--- src/rtl/alu_exec_pkg.sv ---
// Shared types for the execute-stage ALU.
// ALU_EXEC_FLAGS_EN adds carry/overflow bits to the buffered metadata.
package alu_exec_pkg;

    typedef enum logic [2:0] {
        ALU_ADD = 3'b000,
        ALU_SUB = 3'b001,
        ALU_AND = 3'b010,
        ALU_OR  = 3'b011,
        ALU_SLT = 3'b100
    } alu_ctrl_e;

    typedef enum logic [1:0] {
        EMPTY = 2'd0,
        ONE   = 2'd1,
        TWO   = 2'd2
    } buf_state_e;

    // zero/negative are derived from the stored result, so only these travel
    typedef struct packed {
        logic illegal;
`ifdef ALU_EXEC_FLAGS_EN
        logic carry;
        logic overflow;
`endif
    } alu_meta_t;

endpackage

--- src/rtl/alu_core.sv ---
// Combinational ALU datapath: ADD/SUB/AND/OR/SLT, illegal codes give 0.
// ALU_EXEC_FLAGS_EN adds carry (not-borrow on SUB) and signed overflow.
module alu_core import alu_exec_pkg::*; #(
    parameter int WIDTH = 32
) (
    input  logic [2:0]       ctrl,
    input  logic [WIDTH-1:0] a,
    input  logic [WIDTH-1:0] b,
    output logic [WIDTH-1:0] result,
    output alu_meta_t        meta
);

    logic lt;

`ifdef ALU_EXEC_FLAGS_EN
    logic [WIDTH:0] sum;
    logic [WIDTH:0] diff;

    assign sum  = {1'b0, a} + {1'b0, b};
    assign diff = {1'b0, a} - {1'b0, b};
`else
    logic [WIDTH-1:0] sum;
    logic [WIDTH-1:0] diff;

    assign sum  = a + b;
    assign diff = a - b;
`endif

    assign lt = $signed(a) < $signed(b);

    always_comb begin
        result = '0;
        meta   = '0;
        unique case (ctrl)
            ALU_ADD: begin
                result = sum[WIDTH-1:0];
`ifdef ALU_EXEC_FLAGS_EN
                meta.carry    = sum[WIDTH];
                meta.overflow = (a[WIDTH-1] == b[WIDTH-1]) &&
                                (sum[WIDTH-1] != a[WIDTH-1]);
`endif
            end
            ALU_SUB: begin
                result = diff[WIDTH-1:0];
`ifdef ALU_EXEC_FLAGS_EN
                meta.carry    = ~diff[WIDTH];
                meta.overflow = (a[WIDTH-1] != b[WIDTH-1]) &&
                                (diff[WIDTH-1] != a[WIDTH-1]);
`endif
            end
            ALU_AND: result = a & b;
            ALU_OR:  result = a | b;
            ALU_SLT: result = {{(WIDTH-1){1'b0}}, lt};
            default: meta.illegal = 1'b1;
        endcase
    end

endmodule

--- src/rtl/alu_exec_stage.sv ---
// Registered execute-stage ALU with 2-entry skid buffer and illegal counter.
// ALU_EXEC_FLAGS_EN adds out_carry/out_overflow/out_negative.
module alu_exec_stage import alu_exec_pkg::*; #(
    parameter int WIDTH    = 32,
    parameter int ERRCNT_W = 8
) (
    input  logic                clk,
    input  logic                rst_n,
    input  logic                in_valid,
    output logic                in_ready,
    input  logic [2:0]          in_alu_control,
    input  logic [WIDTH-1:0]    in_src_a,
    input  logic [WIDTH-1:0]    in_src_b,
    output logic                out_valid,
    input  logic                out_ready,
    output logic [WIDTH-1:0]    out_result,
    output logic                out_zero,
    output logic                out_illegal,
    output logic [ERRCNT_W-1:0] err_count
`ifdef ALU_EXEC_FLAGS_EN
    ,
    output logic                out_carry,
    output logic                out_overflow,
    output logic                out_negative
`endif
);

    typedef struct packed {
        logic [WIDTH-1:0] result;
        alu_meta_t        meta;
    } alu_res_t;

    buf_state_e       state;
    alu_res_t         main_q;
    alu_res_t         skid_q;
    alu_res_t         core_res;
    logic [WIDTH-1:0] core_result;
    alu_meta_t        core_meta;
    logic             push;
    logic             pop;

    alu_core #(.WIDTH(WIDTH)) u_core (
        .ctrl   (in_alu_control),
        .a      (in_src_a),
        .b      (in_src_b),
        .result (core_result),
        .meta   (core_meta)
    );

    assign core_res  = {core_result, core_meta};
    assign in_ready  = (state != TWO);
    assign out_valid = (state != EMPTY);
    assign push      = in_valid && in_ready;
    assign pop       = out_valid && out_ready;

    assign out_result  = main_q.result;
    assign out_zero    = (main_q.result == '0);
    assign out_illegal = main_q.meta.illegal;
`ifdef ALU_EXEC_FLAGS_EN
    assign out_carry    = main_q.meta.carry;
    assign out_overflow = main_q.meta.overflow;
    assign out_negative = main_q.result[WIDTH-1];
`endif

    always_ff @(posedge clk or negedge rst_n) begin
        if (!rst_n) begin
            state     <= EMPTY;
            main_q    <= '0;
            skid_q    <= '0;
            err_count <= '0;
        end else begin
            unique case (state)
                EMPTY: begin
                    if (push) begin
                        main_q <= core_res;
                        state  <= ONE;
                    end
                end
                ONE: begin
                    if (push && pop) begin
                        main_q <= core_res;
                    end else if (push) begin
                        skid_q <= core_res;
                        state  <= TWO;
                    end else if (pop) begin
                        state <= EMPTY;
                    end
                end
                TWO: begin
                    if (pop) begin
                        main_q <= skid_q;
                        state  <= ONE;
                    end
                end
                default: state <= EMPTY;
            endcase
            if (push && core_meta.illegal && err_count != '1)
                err_count <= err_count + ERRCNT_W'(1);
        end
    end

endmodule

--- config.mk ---
export PLATFORM = sky130hd
export DESIGN_NAME = alu_exec_stage
export DESIGN_NICKNAME = d
export VERILOG_FILES = /design/src/rtl/alu_exec_pkg.sv /design/src/rtl/alu_core.sv /design/src/rtl/alu_exec_stage.sv
export SDC_FILE = /design/constraint.sdc
export NUM_CORES = 1
export LEC_CHECK = 0
export ABC_AREA = 1
export CAP_MARGIN = 20
export CORE_MARGIN = 5
export CORE_UTILIZATION = 40
export DETAILED_ROUTE_END_ITERATION = 16
export GPL_ROUTABILITY_DRIVEN = 0
export PLACE_DENSITY = 0.61
export SETUP_SLACK_MARGIN = 0.4
export SLEW_MARGIN = 20
export SYNTH_ARGS = -nofsm -noshare
export SYNTH_HDL_FRONTEND = slang
export SYNTH_SLANG_ARGS = --single-unit
--- constraint.sdc ---
create_clock -name clk -period 1.95 [get_ports clk]
set_clock_uncertainty 0.15 [all_clocks]
set_input_delay 0.2925 -clock clk [delete_from_list [all_inputs] [get_ports clk]]
set_output_delay 0.2925 -clock clk [all_outputs]
set_load 0.01 [all_outputs]
---- Word level (Yosys, flattened, before mapping) ----
Cells that the tools add are included.
storage, ports and cells
  register bits ........................... 76
  bits of input ports ..................... 71
  output and inout port bits .............. 44
  logic and storage cells ................. 52
operators by class
  add/subtract/negate cells ............... 3
  $lt $le $gt $ge ......................... 1
  eq/ne operators ......................... 13
  multiplexer cells ....................... 12
  bitwise logic cells ..................... 3
  reductions and logical operators ........ 14
operators with widths
  kind                                                                   number
  32-bit one-hot mux with 5 select lines                                 1
  33-bit 2-to-1 mux                                                      3
  33-bit one-hot mux with 3 select lines                                 1
  32-bit adder                                                           1
  32-bit bitwise AND                                                     1
  32-bit logical NOT                                                     1
  32-bit less-than comparator                                            1
  32-bit OR                                                              1
  32-bit subtractor                                                      1
  2-bit 2-to-1 mux                                                       5
  2-bit inequality test, second input constant                           5
  8-bit by 1-bit adder with 8-bit output, second input constant          1
  8-bit inequality test, second input constant                           1
  4-bit AND reduction                                                    2
  3-bit by 2-bit equality test with 1-bit output, second input constant  2
  2-bit one-hot mux with 3 select lines                                  1
  1-bit logical AND                                                      5
  5-bit OR reduction                                                     1
  3-bit by 1-bit equality test with 1-bit output, second input constant  1
  3-bit equality test, second input constant                             1
  3-bit logical NOT                                                      1
  3-bit inequality test, second input constant                           1
  3-bit AND reduction                                                    1
  3-bit nonzero test                                                     1
  6 further kinds                                                        6

---- Depth between registers and ports, before layout ----
  depth after elaboration ................. 6
  mapped depth ............................ 18
  depth with buffers taken out ............ 18

---- Modules after synthesis ----
A second synthesis with hierarchy kept.
unflattened totals
  cell total of the unflattened synthesis .. 1612
  area, all modules ....................... 9555.4 um^2
by module, submodules not included
  module          times used  cells each  area each (um^2)  seq. area each (um^2)
  alu_core        1           1138        5945.7            0.0
  alu_exec_stage  1           474         3609.7            1901.8

---- Least setup slack after synthesis ----
No wires, ideal clock.
  kind .................................... input -> register
  from .................................... input in_src_a[0]
  to ...................................... register skid_q[31] (netlist bit)
  setup time .............................. 129 ps
  data arrival time ....................... 1820 ps
  required time ........................... 1671 ps
  path slack .............................. -149 ps
  stages .................................. 14
  buffers on the path ..................... 0
  cell sequence ........................... ha_1 -> fa_1 -> nand3_1 -> nand3_2 -> nand2_1 -> nand2_1 -> nand2_1 -> nand2_1 -> nand2_1 -> nand3_1 -> nand3_1 -> nand3_1 -> nand2_1 -> o21ai_2
between the ends
  longest elaborated chain between the ends .. 2
  elaborated cells between the ends (all ways) .. 3
  those cells by class .................... 2 x add/sub; 1 x mux
ends and longest elaborated chain
  element                                                   line                            RTL
  start, declared                                           alu_exec_stage.sv:12            input logic [WIDTH-1:0] in_src_a,
  32-bit subtractor / 32-bit adder (equally long branches)  alu_core.sv:26, alu_core.sv:25
  32-bit one-hot mux with 5 select lines (*)                alu_core.sv:34                  unique case (ctrl)
  end signal, assigned                                      alu_exec_stage.sv:83            skid_q <= core_res;
  end, declared                                             alu_exec_stage.sv:35            alu_res_t skid_q;
Mark *: on every way between the ends. The rest lies on a longest branch, timed or not.
A chain may end at the register's enable or synchronous reset.

---- Final worst setup path ----
  from .................................... register main_q, in the netlist out_result[13]
  to ...................................... output out_zero
between the ends
  longest elaborated chain between the ends .. 1
ends and longest elaborated chain
  element                 line                  RTL
  start, declared         alu_exec_stage.sv:34  alu_res_t main_q;
  start signal, assigned  alu_exec_stage.sv:75  main_q <= core_res;
  start signal, assigned  alu_exec_stage.sv:81  main_q <= core_res;
  start signal, assigned  alu_exec_stage.sv:91  main_q <= skid_q;
  32-bit logical NOT      alu_exec_stage.sv:57  assign out_zero = (main_q.result == '0);
  end, declared           alu_exec_stage.sv:17  output logic out_zero,
Every way passes these cells.

==> impl_metrics.toml <==
[drt]
wirelength_um = 45400
antenna_violating_nets_post_route = 0
detail_route.wl_per_cell_um = 18.3
drc = 0
initialDrtViolationCount = 1477
drt-pass1-iter-count = 6
vias_per_cell = 5.43
vias = 13500

[worst_setup_path]
worst-r2r-setup-slack_ps = 110
critical_path.max_fanout = 2
critical_path.reg2reg.startpoint = "err_count[0]"
element_type_at_the_critical_path_start = "flip-flop"
crit_path_kind = "flip-flop to primary output"
critPathArrivalTime_ps = 1760
crit-reg2reg-capture = "err_count[7]"
cp_capture_type = "primary output"
cp_data_required_time_ps = 1510
reg2reg_depth = 9

[sta]
timing_max_transition_violations_final = 0
setup_repair_after_global_routing_missed_its_margin = "yes"
final_worst_path_cycle_share = 1.13
setup_viol = 48
maxSlewHeadroom = 0.680
maxClockFrequency_ghz = 0.453
setup-tns-final_ps = -6210
layout_setup_ws_ps = -256
tightestPinTransition_ps = 480
finalCriticalPeriod_ps = 2210
final-hold-violation-count = 0

[logic_synthesis]
synth-warning-count = 0
postSynth.topFlopCell = "sky130_fd_sc_hd__dfrtp_1"
netlist_instances = 1681
synthTopCellsByArea = "sky130_fd_sc_hd__nand2_1 20%, sky130_fd_sc_hd__dfrtp_1 19%, sky130_fd_sc_hd__inv_1 12%, sky130_fd_sc_hd__ha_1 12%, sky130_fd_sc_hd__nand3_1 5.9%"
synth_cell_types = 50
synth_sequential_area_ratio = 0.190
synthesis.nets = 1851
synth_common_cells = "542 x sky130_fd_sc_hd__nand2_1, 332 x sky130_fd_sc_hd__inv_1, 120 x sky130_fd_sc_hd__nor2_1"
ys_ff_latch = 76
ys_async_sr_fraction = 1.00
area_of_the_mapped_netlist_um2 = 10000
synth.top_cell.area_share = 0.203
syn_avg_cell_area_um2 = 5.95
post-synth-top-count-cell = "sky130_fd_sc_hd__nand2_1"
count_of_flip_flops_with_a_built_in_enable_after_synthesis = 0
synth_area_leader_cell = "sky130_fd_sc_hd__nand2_1"

[global_route]
grt_pass1_vias = 12300
grt_antenna_before_repair = 0
first_pass_grt_wire_length_um = 62100
grt_max_degree = 77
grt_overflow_total = 0
globalRouteTotalUtil = 0.267

[layout]
layout.filler_cells = 1685
diodes = 0
syn_to_final_growth_pct = 82.1
layout.cells.non_filler = 2480
drive_gt1_frac = 0.534
num-nets-final = 2321

[cts]
tritoncts = "built"
clockRootBuffer = "sky130_fd_sc_hd__clkbuf_16"
cts_made_buffers = 9
clock_path_buffers = 2
clk_pin_slew_ps = 60
cts.sinks = 76
cts.htree.levels = 3
clkLatencyLatePin_ps = 340

[place]
placed_instances = 2333
post-dp-hpwl_um = 29600
port-buffer-count = 114

[floorplanning]
fp.dieArea_um2 = 28300
die_h_um = 168
placeableCoreArea_um2 = 24500
num_io_pins = 115
die_width_um = 168
num_rows = 57
initial_core_util = 0.409

[pwr]
cellLeakagePower_nw = 9.40
power_density_nw_per_um2 = 591
ir_drop_mv = 0.683

[run]
max_cap_violations = 0

[outcome]
failed_checks = "negative setup slack"
outcome = "finished with violations"

[hold_path]
worst_hold_path_type = "flip-flop to flip-flop"
worst_hold_path.endpoint = "err_count[7]"
hold_path_startpoint = "err_count[7]"
min_path_cells = 1
[routing by layer]
layer  up-vias  track usage  share of wire
met1      6228        0.360           0.39
met3       239       0.0445          0.097
met4         0        0.112          0.062
met5         -            0              0
met2       815        0.424           0.45
li1       6194            -              -
[registers in the layout (all words and copies together) (netlist names)]
signal       count
out_result      32
skid_q          33
state            2
out_illegal      1
err_count        8
[layout by cell type (no fill, tap or decap), drive strengths merged, types with 3 or more instances in the layout]
master and n:
a31oi 7, o21ai 74, nor3 15, nor2 140
a21oi 75, o21bai 5, ha 97, clkdlybuf4s15 21
nand2 558, buf 457, inv 345, nand3 130
and2 5, dfrtp 76, nor4 9, dlygate4sd2 16
o22ai 27, xor2 8, o2111ai 3, nand4 36
clkinvlp 3, nand3b 4, clkbuf 25
[repair_timing]
action | 4_1_cts | 5_1_grt
setup buffers | 83 | 42
gates resized for setup | 849 | 227
gates cloned | 1 | 4
setup endpoints to repair | 117 | 93
hold endpoints to repair | 76 | 0
hold buffers | 1 | 0
pin swaps | 307 | 161
[logic make-up (layout without fill, tap and decap cells)]
family          count (synthesis)  count (layout)  share of synthesized area
fa+ha+maj                      99              99                      0.125
simple gates                  900             900                      0.393
mux                             1               1                    0.00113
buf+inv                       399             874                      0.170
xor+xnor                       10              10                    0.00876
flops                          76              76                      0.190
compound gates                196             196                      0.112
[power breakdown]
| group | internal, mW | total (mW) | switching, mW |
|---|---|---|---|
| combinational | 2.99 | 6.55 | 3.57 |
| sequential | 2.09 | 2.38 | 0.291 |
| clock | 1.13 | 1.83 | 0.703 |
| total | 6.20 | 10.8 | 4.56 |
[stage by stage]
stage                     cell area (µm²)  setup WS (ps)  power, mW  hold slack (ps)  utilization
after floorplan                     11100          -2.34       5.02             -153            -
after global placement              14300           -955       7.22              211        0.585
after detailed placement            14300           -957       7.32              208        0.585
after CTS                           17000           -231       9.95              334        0.695
after global routing                18200           -313       11.3              347        0.744
final                               18200           -256       10.8              328        0.744
[worst max path at each step]
| stage | slack [ps] | startpoint | endpoint |
|---|---|---|---|
| finish | -260 | out_result[13] | out_zero |
| global route | -310 | out_result[6] | out_zero |
| global placement | -950 | in_src_b[21] | out_result[0] |
| floorplan | -2 | in_src_a[0] | skid_q[1] |
| detailed placement | -960 | in_src_a[0] | out_result[0] |
| CTS | -230 | out_result[6] | out_zero |
[critical path, stage by stage (launching register included)]
cell and delay [ps]:
sky130_fd_sc_hd__dfrtp_1 380, sky130_fd_sc_hd__nor4_1 390, sky130_fd_sc_hd__nand4_1 200, sky130_fd_sc_hd__buf_4 180, sky130_fd_sc_hd__nor4_4 110, sky130_fd_sc_hd__buf_2 160
[final cells by class]
class	instances	area, µm²	area share
multi-input combinational	1206	9410	0.517
timing repair buffer	514	4700	0.258
sequential	76	1910	0.105
inverter	344	1460	0.0802
tap	324	405	0.0223
clock buffer	9	225	0.0124
clock inverter	7	97.6	0.00536
Note: power is estimated with default switching activity, not from simulation.
